===== config.mk =====
export PLATFORM = sky130hd
export DESIGN_NAME = wash_cycle_sequencer_flat
export DESIGN_NICKNAME = d
export VERILOG_FILES = /design/src/rtl/wash_pkg.sv /design/src/rtl/wash_cycle_sequencer_if.sv /design/src/rtl/wash_cycle_sequencer_tick_prescaler.sv /design/src/rtl/wash_cycle_sequencer.sv /design/src/flat_wrapper.sv
export SDC_FILE = /design/constraint.sdc
export NUM_CORES = 1
export LEC_CHECK = 0
export CAP_MARGIN = 0
export CORE_MARGIN = 2
export CORE_UTILIZATION = 50
export CTS_CLUSTER_SIZE = 16
export DETAILED_ROUTE_END_ITERATION = 12
export PLACE_DENSITY = 0.77
export SYNTH_ARGS = -nofsm -noshare
export SYNTH_HDL_FRONTEND = slang
export SYNTH_HIERARCHICAL = 1
export SYNTH_SLANG_ARGS = --single-unit

===== constraint.sdc =====
create_clock -name clk -period 2.53 [get_ports clk]
set_clock_uncertainty 0.15 [all_clocks]
set_input_delay 0.3795 -clock clk [delete_from_list [all_inputs] [get_ports clk]]
set_output_delay 0.3795 -clock clk [all_outputs]
set_load 0.01 [all_outputs]

===== src/rtl/wash_pkg.sv =====
// Shared definitions for the washing machine sequencer: state encoding,
// duration register addresses and small decode helpers.
package wash_pkg;

  localparam int STATE_W = 3;

  typedef enum logic [STATE_W-1:0] {
    ST_IDLE  = 3'd0,
    ST_FILL  = 3'd1,
    ST_WASH  = 3'd2,
    ST_RINSE = 3'd3,
    ST_SPIN  = 3'd4,
    ST_DRAIN = 3'd5,
    ST_END   = 3'd6
  } wash_state_e;

  localparam logic [1:0] CFG_WASH  = 2'd0;
  localparam logic [1:0] CFG_RINSE = 2'd1;
  localparam logic [1:0] CFG_SPIN  = 2'd2;
  localparam logic [1:0] CFG_DRAIN = 2'd3;

  // The unused code 7 behaves exactly like IDLE.
  function automatic wash_state_e norm_state(input logic [STATE_W-1:0] s);
    if (s == 3'd7) return ST_IDLE;
    return wash_state_e'(s);
  endfunction

  // Phases that own a programmable duration and end with a completion pulse.
  function automatic logic is_timed(input wash_state_e s);
    return (s == ST_WASH) || (s == ST_RINSE) || (s == ST_SPIN) || (s == ST_DRAIN);
  endfunction

  // Duration register that belongs to a timed phase.
  function automatic logic [1:0] phase_addr(input wash_state_e s);
    case (s)
      ST_RINSE: return CFG_RINSE;
      ST_SPIN:  return CFG_SPIN;
      ST_DRAIN: return CFG_DRAIN;
      default:  return CFG_WASH;
    endcase
  endfunction

endpackage


===== src/rtl/wash_cycle_sequencer_if.sv =====
// Bundle between the washing machine side and the phase-timing sequencer.
interface wash_cycle_sequencer_if #(
  parameter int CNT_W = 8
);
  import wash_pkg::*;

  logic [STATE_W-1:0] state;
  logic               door_closed;
  logic               water_level;
  logic               cfg_we;
  logic [1:0]         cfg_addr;
  logic [CNT_W-1:0]   cfg_data;
  logic               cycle_complete;
  logic               fill_timeout;
  logic [CNT_W-1:0]   remaining;
  logic               busy;

  // Machine / host side: drives state, sensors and configuration.
  modport master (
    output state, door_closed, water_level, cfg_we, cfg_addr, cfg_data,
    input  cycle_complete, fill_timeout, remaining, busy
  );

  // Sequencer side.
  modport slave (
    input  state, door_closed, water_level, cfg_we, cfg_addr, cfg_data,
    output cycle_complete, fill_timeout, remaining, busy
  );
endinterface


===== src/rtl/wash_cycle_sequencer_tick_prescaler.sv =====
// Divides the clock into duration ticks; tick fires on the enabled cycle
// in which the counter wraps from TICK_DIV-1 back to 0.
module tick_prescaler #(
  parameter int TICK_DIV = 4
) (
  input  logic clk,
  input  logic rst_n,
  input  logic clear_i,
  input  logic en_i,
  output logic tick_o
);
  localparam int CW = (TICK_DIV > 1) ? $clog2(TICK_DIV) : 1;
  localparam logic [CW-1:0] LAST = CW'(TICK_DIV - 1);

  logic [CW-1:0] cnt_q;

  assign tick_o = en_i & (cnt_q == LAST);

  // Free-running modulo counter; clear has priority and enable low holds.
  always_ff @(posedge clk or negedge rst_n) begin
    if (!rst_n) begin
      cnt_q <= '0;
    end else if (clear_i) begin
      cnt_q <= '0;
    end else if (en_i) begin
      cnt_q <= (cnt_q == LAST) ? '0 : cnt_q + 1'b1;
    end
  end
endmodule


===== src/rtl/wash_cycle_sequencer.sv =====
// Phase-timing controller: loads a duration when the washing machine enters
// a timed phase, counts it down in prescaled ticks while the door is closed
// and issues a one-cycle completion pulse. FILL is supervised by a timeout.
module wash_cycle_sequencer
  import wash_pkg::*;
#(
  parameter int CNT_W        = 8,
  parameter int TICK_DIV     = 4,
  parameter int WASH_DEF     = 5,
  parameter int RINSE_DEF    = 4,
  parameter int SPIN_DEF     = 3,
  parameter int DRAIN_DEF    = 2,
  parameter int FILL_TIMEOUT = 10
) (
  input logic             clk,
  input logic             rst_n,
  wash_cycle_sequencer_if.slave bus
);
  localparam logic [CNT_W-1:0] FILL_LOAD = CNT_W'(FILL_TIMEOUT);
  localparam logic [CNT_W-1:0] DUR_DEF [4] = '{
    CNT_W'(WASH_DEF), CNT_W'(RINSE_DEF), CNT_W'(SPIN_DEF), CNT_W'(DRAIN_DEF)
  };

  logic [CNT_W-1:0] dur_q [4];
  wash_state_e      state_now, prev_q, prev_d;
  logic [CNT_W-1:0] remaining_q, remaining_d, dur_sel;
  logic             armed_q, armed_d;
  logic             cycle_complete_q, cycle_complete_d;
  logic             fill_timeout_q, fill_timeout_d;
  logic             entry, count_en, tick, done_next, fill_counting;

  assign state_now = norm_state(bus.state);
  assign entry     = (state_now != prev_q);
  assign dur_sel   = dur_q[phase_addr(state_now)];

  // FILL counts only while the tank has not yet reached its target.
  assign fill_counting = (state_now == ST_FILL) & ~bus.water_level;
  assign count_en      = bus.door_closed & ~entry & (armed_q | fill_counting);

  tick_prescaler #(.TICK_DIV(TICK_DIV)) u_prescaler (
    .clk     (clk),
    .rst_n   (rst_n),
    .clear_i (entry),
    .en_i    (count_en),
    .tick_o  (tick)
  );

  // True when the count is zero by the end of this cycle; using the
  // post-tick value lets the registered pulse land right as the count empties.
  assign done_next = (remaining_q == '0) | ((remaining_q == CNT_W'(1)) & tick);

  // Duration register file; a write in the entry cycle is seen only at the
  // following entry because the load uses the current register contents.
  always_ff @(posedge clk or negedge rst_n) begin
    if (!rst_n) begin
      for (int i = 0; i < 4; i++) dur_q[i] <= DUR_DEF[i];
    end else if (bus.cfg_we) begin
      dur_q[bus.cfg_addr] <= bus.cfg_data;
    end
  end

  // Next-state logic for the phase tracker, countdown, arm and fault flag.
  always_comb begin
    prev_d           = prev_q;
    remaining_d      = remaining_q;
    armed_d          = armed_q;
    fill_timeout_d   = fill_timeout_q;
    cycle_complete_d = 1'b0;
    if (entry) begin
      // A phase change always wins over a completion due in the same cycle.
      prev_d      = state_now;
      armed_d     = 1'b0;
      remaining_d = '0;
      if (is_timed(state_now)) begin
        remaining_d = dur_sel;
        armed_d     = 1'b1;
      end else if (state_now == ST_FILL) begin
        remaining_d = FILL_LOAD;
      end
      if (state_now == ST_IDLE) fill_timeout_d = 1'b0;
    end else begin
      if (tick && (remaining_q != '0)) remaining_d = remaining_q - 1'b1;
      if (armed_q && bus.door_closed && done_next) begin
        cycle_complete_d = 1'b1;
        armed_d          = 1'b0;
      end
      if (fill_counting && bus.door_closed && done_next) fill_timeout_d = 1'b1;
    end
  end

  // State and output registers.
  always_ff @(posedge clk or negedge rst_n) begin
    if (!rst_n) begin
      prev_q           <= ST_IDLE;
      remaining_q      <= '0;
      armed_q          <= 1'b0;
      fill_timeout_q   <= 1'b0;
      cycle_complete_q <= 1'b0;
    end else begin
      prev_q           <= prev_d;
      remaining_q      <= remaining_d;
      armed_q          <= armed_d;
      fill_timeout_q   <= fill_timeout_d;
      cycle_complete_q <= cycle_complete_d;
    end
  end

  // armed is only ever set in a timed phase and is dropped on every entry,
  // so it already equals "armed and in a timed phase".
  assign bus.cycle_complete = cycle_complete_q;
  assign bus.fill_timeout   = fill_timeout_q;
  assign bus.remaining      = remaining_q;
  assign bus.busy           = armed_q;

endmodule


===== src/flat_wrapper.sv =====
// flat-port wrapper written by rule: the top's interface ports become plain ports
module wash_cycle_sequencer_flat import wash_pkg::*;
#(
  parameter int CNT_W        = 8,
  parameter int TICK_DIV     = 4,
  parameter int WASH_DEF     = 5,
  parameter int RINSE_DEF    = 4,
  parameter int SPIN_DEF     = 3,
  parameter int DRAIN_DEF    = 2,
  parameter int FILL_TIMEOUT = 10
)
  (clk, rst_n, bus_state, bus_door_closed, bus_water_level, bus_cfg_we, bus_cfg_addr, bus_cfg_data, bus_cycle_complete, bus_fill_timeout, bus_remaining, bus_busy);
  wash_cycle_sequencer_if #(.CNT_W(CNT_W)) bus_i ();
  input logic clk;
  input logic rst_n;
  input wire logic [$bits(bus_i.state)-1:0] bus_state;
  input wire logic [$bits(bus_i.door_closed)-1:0] bus_door_closed;
  input wire logic [$bits(bus_i.water_level)-1:0] bus_water_level;
  input wire logic [$bits(bus_i.cfg_we)-1:0] bus_cfg_we;
  input wire logic [$bits(bus_i.cfg_addr)-1:0] bus_cfg_addr;
  input wire logic [$bits(bus_i.cfg_data)-1:0] bus_cfg_data;
  output wire logic [$bits(bus_i.cycle_complete)-1:0] bus_cycle_complete;
  output wire logic [$bits(bus_i.fill_timeout)-1:0] bus_fill_timeout;
  output wire logic [$bits(bus_i.remaining)-1:0] bus_remaining;
  output wire logic [$bits(bus_i.busy)-1:0] bus_busy;
  assign bus_i.state = bus_state;
  assign bus_i.door_closed = bus_door_closed;
  assign bus_i.water_level = bus_water_level;
  assign bus_i.cfg_we = bus_cfg_we;
  assign bus_i.cfg_addr = bus_cfg_addr;
  assign bus_i.cfg_data = bus_cfg_data;
  assign bus_cycle_complete = bus_i.cycle_complete;
  assign bus_fill_timeout = bus_i.fill_timeout;
  assign bus_remaining = bus_i.remaining;
  assign bus_busy = bus_i.busy;
  wash_cycle_sequencer #(.CNT_W(CNT_W), .TICK_DIV(TICK_DIV), .WASH_DEF(WASH_DEF), .RINSE_DEF(RINSE_DEF), .SPIN_DEF(SPIN_DEF), .DRAIN_DEF(DRAIN_DEF), .FILL_TIMEOUT(FILL_TIMEOUT)) u_core (.clk(clk), .rst_n(rst_n), .bus(bus_i));
endmodule

==> results by group <==
Synth
  • Ys flop type: dfrtp_1
  • Post-synth top cells: dfrtp_1 (42), mux2_2 (33), a21oi_1 (12)
  • Synth Instances: 224
  • Area leader, netlist: dfrtp_1
  • Sequential cell area fraction in the yosys report: 47.0%
  • Yosys warnings: 6
  • Synth Register Bits: 48
  • Synth Cell Area: 2570 um^2
  • Post-synth net total: 245
  • Ys async rst share: 100%
  • Synth top area share: 40.9%
  • Post-synth EDFFs: 0
  • Most common cell in the synthesized netlist: dfrtp_1
  • Synthesized area per cell: 11.5 um^2
  • Synth top area cells: dfrtp_1 (41%), mux2_2 (14%), dfstp_2 (6.1%)
  • Distinct cells, synth: 54

Clocking
  • Clock buffer count from CTS: 5
  • Clock buffer depth: 2
  • CTS H-Tree Depth: 2
  • CTS Sinks: 48
  • Worst-path clk slew: 0.08 ns
  • CTS tree: yes
  • Clock root cell: clkbuf_8
  • Clk Latency, worst-skew pair: 0.30 ns
  • Hold-fix buffers, CTS: 0

Global route
  • Antenna violations before repair: 0
  • Largest net degree at the start of global routing: 49
  • Vias in the first global route: 1,967
  • First-pass GRT wire length: 8960 um
  • GRT overflow: 0
  • Tot GR Track Use: 21.2%

Pwr
  • Net Sw Power: 598 uW
  • Switching Fraction: 29.4%
  • P_leak: 1.36 nW
  • Post-layout power: 2.03 mW
  • Worst IR Drop VDD: 0.348 mV
  • Internal power: 1.44 mW
  • P per Cell Area: 630 nW/um^2
  • Seq pwr share: 49.0%
  • Clk pwr share: 23.4%
  • Gate power share: 27.6%

Worst hold path
  • Min-Delay Path Class: input pin to asynchronous set/reset pin

Route
  • Vias: 1,967
  • 1st-iter DRT viols: 50
  • Wire length per cell: 15.7 um
  • Antenna Violating Nets Remaining: 0
  • TritonRoute pass-1 iters: 4
  • Drc violations: 0
  • Drt via density: 5.67
  • Final wirelength: 5460 um

Placement
  • Post-detail-place hpwl: 3980 um
  • I/O Buffers: 28
  • Placer congestion estimate: 0.871
  • Dpl ws: -0.357 ns
  • Cells after DPL: 337

Finish
  • Final core utilization: 64.1%
  • Diode count: 0
  • Post-Layout Cell Count: 347
  • Layout cells sized above 1: 34.3%
  • Synthesis-to-finish area growth: 25.7%
  • NumNets Final: 297

Timing
  • Final WS setup: 0.114 ns
  • Max-slew violations: 0
  • Least-Margin Pin Slew: 0.649 ns
  • Fin crit share: 95.5%
  • Tmin final: 2.42 ns
  • Fmax: 414 MHz
  • Final-report setup violation count: 0
  • Final hold slack: 0.000829 ns
  • Slew headroom: 56.7%
  • Final Hold Vio Count: 0

Setup path
  • Launching element type of the critical path: input pin
  • CP Max Fanout: 3
  • Crit. Startpoint: bus_door_closed
  • Slowest stage cell, crit path: clkdlybuf4s50_1
  • Worst setup EP type: flip-flop
  • Critical path arrival: 2.46 ns
  • CP required: 2.57 ns
  • Worst r2r src: u_core/prev_q[1]
  • Critical-path cell list: clkdlybuf4s50_1 -> nand2_1 -> or4_4 -> a21oi_4 -> and2_4 -> o31ai_4 -> or4_1 -> a32oi_1 -> a21oi_1
  • CP max stage delay: 0.51 ns
  • WS Path Type: input pin to flip-flop

Floorplanning
  • Die height: 75.7 um
  • Initial Utilization: 51.0%
  • Chip width: 75.7 um
  • IO Pins: 29
  • Core Box Area: 5040 um^2
  • Row Count: 26
  • DIE AREA: 5730 um^2

Run status
  • Outcome: completed

Job
  • Max-cap viol count: 0
final timing paths:
path                                               end  slack (ns)  cells past startpoint
setup / recovery               u_core/bus.remaining[5]        0.11                      9
max in group asynchronous             u_core/prev_q[1]        1.77                      2
hold reg to reg                        u_core/dur_q[0]        0.36                      1
hold / removal             u_core/u_prescaler/cnt_q[0]      0.0008                      2
min in group clk                      u_core/prev_q[0]        0.34                      3
setup reg to reg               u_core/bus.remaining[5]        0.13                     10
cell type report:
class,instances,area (um^2)
timing repair buffer,55,498
clock buffer,7,86.3
tap,70,87.6
fill,411,1810
multi-input combinational,155,1300
clock inverter,1,7.51
sequential,48,1210
inverter,11,41.3
metrics by stage:
stage | area, um^2 | TNS (ns)
CTS | 3200 | 0
finish | 3230 | 0
global route | 3230 | -0.0217
global placement | 3090 | -1.82
detailed placement | 3090 | -2.65
floorplan | 2610 | 0
placed cells by master (no fill, tap or decap), types with 3 or more instances in the layout:
master,netlist,final
xnor2_1,4,4
ha_1,3,3
o22ai_1,5,5
dfstp_2,6,6
inv_1,10,10
nor3_1,3,3
nand2b_1,3,3
clkdlybuf4s50_1,0,24
clkbuf_8,0,6
nor2_1,5,4
dfrtp_1,42,40
a21oi_1,12,10
nand2_1,10,10
mux2_2,33,33
mux2i_1,6,6
nor4_1,3,3
o21ai_0,10,10
buf_4,2,25
nand3_1,8,8
a32oi_1,5,5
kinds of logic (layout without fill, tap and decap cells):
family	after synthesis	in the layout	share of synthesized area, %
compound gates	55	55	15.6
fa+ha+maj	3	3	1.46
mux	40	40	17.7
xor+xnor	6	6	2.63
buf+inv	21	74	3.94
simple gates	51	51	11.7
flops	48	48	47.0
repair_timing:
| action | CTS | global route |
|---|---|---|
| pin swaps | 1 | 5 |
| setup buffers | 1 | 1 |
| resized for setup | 2 | 8 |
| cloned | 0 | 0 |
| endpoints found under the setup margin | 1 | 7 |
power groups by stage:
| stage | Clock, mW | Combinational (mW) | Sequential (mW) |
|---|---|---|---|
| floorplan | 0 | 0.341 | 1.00 |
| global placement | 0 | 0.549 | 1.00 |
| detailed placement | 0 | 0.559 | 1.01 |
| CTS | 0.492 | 0.561 | 0.995 |
| global route | 0.524 | 0.625 | 1.01 |
| finish | 0.477 | 0.562 | 0.996 |
flip-flops by register name, summed over array words and instances, names as in the netlist:
name                       cells
u_core/bus.cycle_complete      1
u_core/bus.fill_timeout        1
u_core/dur_q                  32
u_core/u_prescaler/cnt_q       2
u_core/bus.busy                1
u_core/bus.remaining           8
u_core/prev_q                  3
critical path, delay by kind of cell:
kind	cells	cell delay, ns
AOI/OAI and AO/OA	4	0.48
buffers and inverters	1	0.51
and+or+nand+nor	4	1.09
metal layers:
metal	vias to the layer above	share of wire [%]	wire length [um]	global-route usage, %
met5	-	0	0	0
met4	0	1.9	106	10.9
met3	11	3.9	211	4.10
met2	49	50	2700	33.4
met1	973	45	2440	27.8
li1	934	-	-	-
(Power assumes the default switching activity.)
